==> src/rtl/pipe_stage_skid_reg.sv <==
// Two-entry (main + skid) pipeline register with valid/ready handshake, flush and step gating.
// Optional macro PIPE_TRISTATE_OUT_EN: cs=1 drives Q to Z and hides out_valid for bus sharing.
module pipe_stage_skid_reg #(
    parameter int                  NrOfBits   = 32,
    parameter logic [NrOfBits-1:0] ResetValue = '0,
    parameter logic [NrOfBits-1:0] FlushValue = '0
) (
    input  logic                Clock,
    input  logic                Reset,
    input  logic                ClockEnable,
    input  logic                Tick,
    input  logic                Flush,
    input  logic                in_valid,
    output logic                in_ready,
    input  logic [NrOfBits-1:0] D,
    output logic                out_valid,
    input  logic                out_ready,
    output logic [NrOfBits-1:0] Q,
    output logic [1:0]          Level,
    input  logic                cs
);

    localparam logic [1:0] LVL_EMPTY = 2'd0;
    localparam logic [1:0] LVL_ONE   = 2'd1;
    localparam logic [1:0] LVL_FULL  = 2'd2;

    logic [1:0]          level_q, level_d;
    logic [NrOfBits-1:0] main_q, main_d;
    logic [NrOfBits-1:0] skid_q, skid_d;
    logic                in_ready_q, in_ready_d;

    logic step;
    logic out_valid_int;
    logic acc;
    logic pop;

    assign step = ClockEnable & Tick;

`ifdef PIPE_TRISTATE_OUT_EN
    assign out_valid_int = (level_q != LVL_EMPTY) & ~cs;
    assign Q             = cs ? {NrOfBits{1'bz}} : main_q;
`else
    logic unused_cs;
    assign unused_cs     = cs;
    assign out_valid_int = (level_q != LVL_EMPTY);
    assign Q             = main_q;
`endif

    assign acc = step & in_valid & in_ready_q;
    assign pop = step & out_valid_int & out_ready;

    always_comb begin
        level_d = level_q;
        main_d  = main_q;
        skid_d  = skid_q;
        if (step && Flush) begin
            // Flush wins over any simultaneous accept or pop.
            level_d = LVL_EMPTY;
            main_d  = FlushValue;
        end else begin
            case (level_q)
                LVL_EMPTY: begin
                    if (acc) begin
                        main_d  = D;
                        level_d = LVL_ONE;
                    end
                end
                LVL_ONE: begin
                    if (acc && pop) begin
                        main_d = D;
                    end else if (acc) begin
                        skid_d  = D;
                        level_d = LVL_FULL;
                    end else if (pop) begin
                        level_d = LVL_EMPTY;
                    end
                end
                LVL_FULL: begin
                    if (pop) begin
                        main_d  = skid_q;
                        level_d = LVL_ONE;
                    end
                end
                default: level_d = LVL_EMPTY;
            endcase
        end
        in_ready_d = (level_d != LVL_FULL);
    end

    always_ff @(posedge Clock or posedge Reset) begin
        if (Reset) begin
            level_q    <= LVL_EMPTY;
            main_q     <= ResetValue;
            skid_q     <= ResetValue;
            in_ready_q <= 1'b1;
        end else begin
            level_q    <= level_d;
            main_q     <= main_d;
            skid_q     <= skid_d;
            in_ready_q <= in_ready_d;
        end
    end

    assign in_ready  = in_ready_q;
    assign out_valid = out_valid_int;
    assign Level     = level_q;

endmodule

==> config.mk <==
export PLATFORM = sky130hd
export DESIGN_NAME = pipe_stage_skid_reg
export DESIGN_NICKNAME = d
export VERILOG_FILES = /design/src/rtl/pipe_stage_skid_reg.sv
export SDC_FILE = /design/constraint.sdc
export NUM_CORES = 1
export LEC_CHECK = 0
export CORE_ASPECT_RATIO = 1.4
export CORE_MARGIN = 2
export CORE_UTILIZATION = 30
export DETAILED_ROUTE_END_ITERATION = 10
export PLACE_DENSITY = 0.57
export REMOVE_ABC_BUFFERS = 1
export SYNTH_ARGS = -nofsm -noshare
export SYNTH_HDL_FRONTEND = slang
export SYNTH_SLANG_ARGS = --single-unit
==> constraint.sdc <==
create_clock -name Clock -period 3.8 [get_ports Clock]
set_clock_uncertainty 0.05 [all_clocks]
set_input_delay 0.57 -clock Clock [delete_from_list [all_inputs] [get_ports Clock]]
set_output_delay 0.57 -clock Clock [all_outputs]
set_load 0.01 [all_outputs]
==> reports/qor.csv, run 1 <==
metric,value,unit
combinational share of power,0.285,
CP arrival,1590,ps
post-route clock period utilization,0.581,
max-cap violation count,0,
WL/cell,15.1,microns
Die Wd,90.1,microns
Initial Utilization,0.304,
final hold vios,0,
area of the multi-input gates,0.00133,sq mm
unrepaired setup endpoints after global routing,false,
crit path kind,reg -> out,
CTS tree,yes,
ranking of synthesized cells by area,"dfrtp_1 (53%), mux2_2 (12%), a211oi_2 (11%), mux2i_1 (10%), nor2_1 (4.2%)",
DP Cell Count,434,
Worst R2R Path Depth,4,
IO Pins,76,
Clock Tree Root,clkbuf_16,
core box area,0.0102,sq mm
# DRC,0,
simple logic cell fraction of the synthesized area,0.0627,
# port buffers,74,
CP required,3180,ps
final setup fails,0,
post_cts resized,0,
RR Startpoint,Level[0],
P_leak,0.00198,uW
Slew Limit Headroom,0.304,
num rows,44,
R2R Setup Slk,1710,ps
CTS Hold Buffers Added,0,
fillers,1002,
fraction of registers with async set/reset,1.00,
antenna cells,0,
Cell Int Power,1830,uW
reg2reg end,Q[5],
Seq. cell area,0.00168,sq mm
"Setup Fix Bufs, Post-CTS",0,
Yosys reg bits,67,
Syn Area/Cell,13.3,sq um
Via Count,2077,
post-synthesis compound-gate area fraction,0.140,
slowest CP cell,clkdlybuf4s50_1,
"Clk Latency, worst-skew pair",320,ps
die height,125,microns
kind of end point of the critical path,primary output,
DPL Wire Length,4340,microns
Fin Setup TNS,0,ps
CTS Buffer Depth,2,
Final Slew Violations,0,
Adder-Cell Fraction of Synth Area,0,
Synth Area in XOR/XNOR,0.00281,
first-pass GRT wire length,10900,microns
Main synth FF type,dfrtp_1,
hold path start,skid_q[30],
Pwr per Cell Area,590,mW/mm^2
share of the synthesized area in the top cell type,0.531,
most frequent cell after synthesis,dfrtp_1,
Achievable Freq,0.453,GHz
power share of the clock group,0.295,
Worst-Margin Slew,1040,ps
vias in the first global route,2138,
initial antenna violation count,0,
Inserted Clock Buffers,9,
DIE AREA,0.0112,sq mm
Worst Hold Depth,1,
largest net degree at the start of global routing,65,
layout cells sized above 1,0.260,
fin crit period,2210,ps
P_sw,667,uW
Final #Nets,347,
design area,0.00424,sq mm
H-tree levels,3,
status,"finished, final reports clean",
Worst-path clk slew,50,ps
critical path's largest stage delay,480,ps
global route overflow,0,
mux share of post-synthesis cell area,0.219,
Post-Layout Cell Count,450,
hold slack,451,ps
Final GP Congestion,0.691,
drt total wl,6810,microns
largest family of logic cells by synthesized area,multiplexers,
worst min path class,reg -> reg,
Post-Synthesis Cell Area,0.00311,sq mm
Commonest cells post-synth,"dfrtp_1 (66), nor2_1 (35), mux2_2 (32), mux2i_1 (32), a211oi_2 (28)",
"EDFF count, synth",0,
synth warn,0,
crit-path cells,or2_2 > clkdlybuf4s50_1,
worst vdd ir,0.000238,V
overall power,2500,uW
CP max FO,7,
power share of the sequential group,0.420,
Via density,4.62,
area added between synthesis and finish,36.1,%
cell count after synthesis,234,
CP Launch Point,Level[1],
# clock sinks,67,
startpoint types,flip-flop,
WHS Endpoint,skid_q[30],
sequential area share after synthesis,0.539,
first-pass iteration count of the detailed router,4,
Synth area leader,dfrtp_1,
switching part of the total,0.267,
DP Area,0.00397,sq mm
gr usage total,0.126,
number of DRC markers in iteration 0,92,
Post-DRT Antenna Nets,0,
Yosys cell types,25,
## power by group through the flow
stage	clock network [uW]	logic, uW	registers, uW
2_1_floorplan	0	352	1090
3_3_place_gp	0	712	1050
3_5_place_dp	0	726	1060
4_1_cts	764	727	1050
5_1_grt	789	772	1080
6_report	737	713	1050
## how the worst max path moves through the flow
| stage | cells past startpoint | endpoint |
|---|---|---|
| 2_1_floorplan | 4 | Q[0] |
| 6_report | 2 | out_valid |
| 3_5_place_dp | 6 | Q[7] |
| 4_1_cts | 2 | out_valid |
| 5_1_grt | 4 | Q[19] |
| 3_3_place_gp | 6 | Q[12] |
## sequential cells by signal (all words and copies together), names as in the netlist
| signal | flops |
|---|---|
| in_ready | 1 |
| Level | 2 |
| Q | 32 |
| skid_q | 32 |
## layout make-up
type                       instances  area share
sequential                        67       0.396
multi-input combinational        148       0.313
timing repair buffer              79       0.187
clock buffer                      16      0.0617
tap                              138      0.0408
inverter                           2     0.00177
## stage by stage
stage,setup WS (ps),util
after global routing,1530,0.414
after detailed placement,1390,0.388
after floorplan,950,-
final,1590,0.414
after global placement,1410,0.388
after CTS,1570,0.414
## worst max-delay path, delay by kind of cell (launching register included)
kind,cells,cell delay [ps]
buffers and inverters,1,480
flip-flops,1,470
AND/OR/NAND/NOR,1,320
## layer usage
layer	track usage	routed length, microns
met1	0.147	2830
met2	0.209	3460
met3	0.0266	329
met4	0.0787	192
met5	0	0
## kinds of logic after synthesis
group | after synthesis
buffers and inverters | 19
muxes | 64
DFF | 67
AOI/OAI and AO/OA | 37
xor gates and xnor gates | 1
and+or+nand+nor | 46
## layout by cell type, fill, tap and decap left out
master / count
a211oi_1: 4
inv_2: 1
o31a_1: 1
clkbuf_16: 9
dfrtp_1: 66
mux2i_1: 32
or2_2: 1
nor2b_1: 2
buf_4: 4
a211oi_2: 28
nand4_1: 1
buf_12: 1
mux2_2: 32
o31ai_1: 1
o21a_1: 1
a21oi_1: 1
dfstp_2: 1
nand2b_2: 1
o32ai_4: 1
clkdlybuf4s50_1: 74
xor2_1: 1
clkbuf_8: 1
nand3b_1: 2
and3_2: 1
nand2_1: 3
nor2_1: 35
inv_1: 1
clkbuf_1: 6
(Power assumes the default switching activity.)
==> inputs of run 2 (changes only) <==
--- a/config.mk
+++ b/config.mk
@@ -9,7 +9,7 @@
 export CORE_MARGIN = 2
 export CORE_UTILIZATION = 30
 export DETAILED_ROUTE_END_ITERATION = 10
-export PLACE_DENSITY = 0.57
+export PLACE_DENSITY = 0.59
 export REMOVE_ABC_BUFFERS = 1
 export SYNTH_ARGS = -nofsm -noshare
 export SYNTH_HDL_FRONTEND = slang
==> constraint.sdc (replaced) <==
create_clock -name Clock -period 1.8 [get_ports Clock]
set_clock_uncertainty 0.05 [all_clocks]
set_input_delay 0.27 -clock Clock [delete_from_list [all_inputs] [get_ports Clock]]
set_output_delay 0.27 -clock Clock [all_outputs]
set_load 0.01 [all_outputs]
==> run 2 against run 1 <==
Against the previous run: highest routed layer unchanged; wire length up 1.4%; global-route usage increased by 0.053 points; sequential share of layout area fell by 3.1 points; non-clock buffer count rose by 26; register-to-register slack got worse by 1700 ps; utilization grew 3.6 points; final cell count rose by 5.8%.
==> reports/qor.csv, run 2 (synthesized netlist as in run 1, its figures left out) <==
metric,value,unit
status,"finished, final reports clean",
# port buffers,74,
Cell Int Power,4150,uW
Achievable Freq,0.563,GHz
area of the multi-input gates,0.00136,sq mm
largest net degree at the start of global routing,68,
area added between synthesis and finish,48.0,%
Die Wd,90.1,microns
startpoint types,flip-flop,
IO Pins,76,
DIE AREA,0.0112,sq mm
post-route clock period utilization,0.986,
antenna cells,0,
layout cells sized above 1,0.367,
Via Count,2188,
CTS tree,yes,
DPL Wire Length,4370,microns
first-pass GRT wire length,11300,microns
vias in the first global route,2294,
worst vdd ir,0.000600,V
Initial Utilization,0.304,
CTS Buffer Depth,2,
H-tree levels,3,
switching part of the total,0.263,
final hold vios,0,
final setup fails,0,
first-pass iteration count of the detailed router,5,
Final Slew Violations,0,
Slew Limit Headroom,0.730,
gr usage total,0.126,
CTS Hold Buffers Added,0,
die height,125,microns
Pwr per Cell Area,1220,mW/mm^2
unrepaired setup endpoints after global routing,true,
number of DRC markers in iteration 0,96,
Clock Tree Root,clkbuf_16,
# clock sinks,67,
Via density,4.60,
num rows,44,
crit path kind,reg -> reg,
Seq. cell area,0.00168,sq mm
initial antenna violation count,0,
Final GP Congestion,0.795,
Worst-Margin Slew,406,ps
drt total wl,6900,microns
"commonest non-fill, non-tap cell in the layout",clkdlybuf4s50_1,
CP arrival,1930,ps
combinational share of power,0.285,
fillers,974,
Worst-path clk slew,50,ps
core box area,0.0102,sq mm
P_sw,1480,uW
"Clk Latency, worst-skew pair",320,ps
power share of the clock group,0.318,
P_leak,0.00218,uW
global route overflow,0,
kind of end point of the critical path,flip-flop,
CP required,1960,ps
Fin Setup TNS,0,ps
worst min path class,in -> async,
WL/cell,14.5,microns
Final #Nets,373,
# DRC,0,
max-cap violation count,0,
power share of the sequential group,0.397,
fin crit period,1770,ps
Inserted Clock Buffers,9,
Post-DRT Antenna Nets,0,
hold slack,282,ps
CP max FO,33,
most frequent cells in the layout,"clkdlybuf4s50_1 (72), dfrtp_1 (64), mux2i_1 (32), mux2_2 (31), a211oi_2 (28)",
==> run 2: cell count changes in the layout (fill, tap and decap cells not counted), moves of 3 or more <==
| cell | delta |
|---|---|
| buf_12 | +3 |
| buf_4 | +17 |
| buf_6 | +4 |
| clkbuf_1 | -6 |
| nor2_1 | -9 |
| nor2_2 | +7 |
==> run 2: power by group through the flow <==
| stage | sequential, uW | clock [uW] | combinational, uW |
|---|---|---|---|
| detailed placement | 2240 | 0 | 1560 |
| global placement | 2230 | 0 | 1530 |
| global route | 2300 | 1930 | 1750 |
| finish | 2240 | 1790 | 1610 |
| floorplan | 2300 | 0 | 742 |
| CTS | 2220 | 1850 | 1560 |
==> run 2: cell type report <==
class                   count  area share
well taps                 138      0.0375
repair buffers            105       0.232
multi-input cells         148       0.295
clock buffers              12      0.0578
inverters                   2     0.00163
clock inverters             4      0.0103
flip-flops and latches     67       0.365
==> run 2: path summary, 6_finish.rpt <==
| check | from | endpoint | slack (ps) | depth (start not counted) |
|---|---|---|---|---|
| min in group Clock | skid_q[20] | skid_q[20] | 450 | 1 |
| hold / removal | Reset | Q[15] | 280 | 3 |
| max in group asynchronous | Reset | in_ready | 1060 | 3 |
| setup / recovery | in_ready | skid_q[12] | 30 | 5 |
| hold reg to reg | skid_q[20] | skid_q[20] | 450 | 1 |
| setup reg to reg | in_ready | skid_q[12] | 30 | 5 |
==> run 2: worst max-delay path: stages, from the launching register on <==
cell and delay [ps]:
dfstp_2 530, nand4_1 170, buf_4 190, nand3b_1 190, buf_12 210, mux2_4 310
==> run 2: what timing repair did <==
item / 4_1_cts / 5_1_grt
setup buffers: 1 / 7
hold endpoints to repair: 0 / 0
pin swaps: 0 / 6
gates cloned: 0 / 3
setup endpoints to repair: 4 / 64
resized for setup: 6 / 16
==> run 2: per-stage QoR <==
| step | std cells | setup slack (ps) | cell area [sq um] | util | power, uW |
|---|---|---|---|---|---|
| floorplan | 217 | -1040 | 3010 | - | 3040 |
| global placement | 449 | -233 | 4110 | 0.402 | 3760 |
| detailed placement | 449 | -271 | 4110 | 0.402 | 3800 |
| CTS | 466 | 0.532 | 4440 | 0.434 | 5630 |
| global route | 476 | -83.5 | 4610 | 0.450 | 5970 |
| finish | 476 | 25.0 | 4610 | 0.450 | 5630 |
==> run 2: metal layers <==
layer  part of all wire  wire length, microns  GRT usage
met1               0.46                  3190      0.164
met2               0.48                  3280      0.198
met3              0.049                   338     0.0369
met4              0.014                    97     0.0516
met5                  0                     0          0
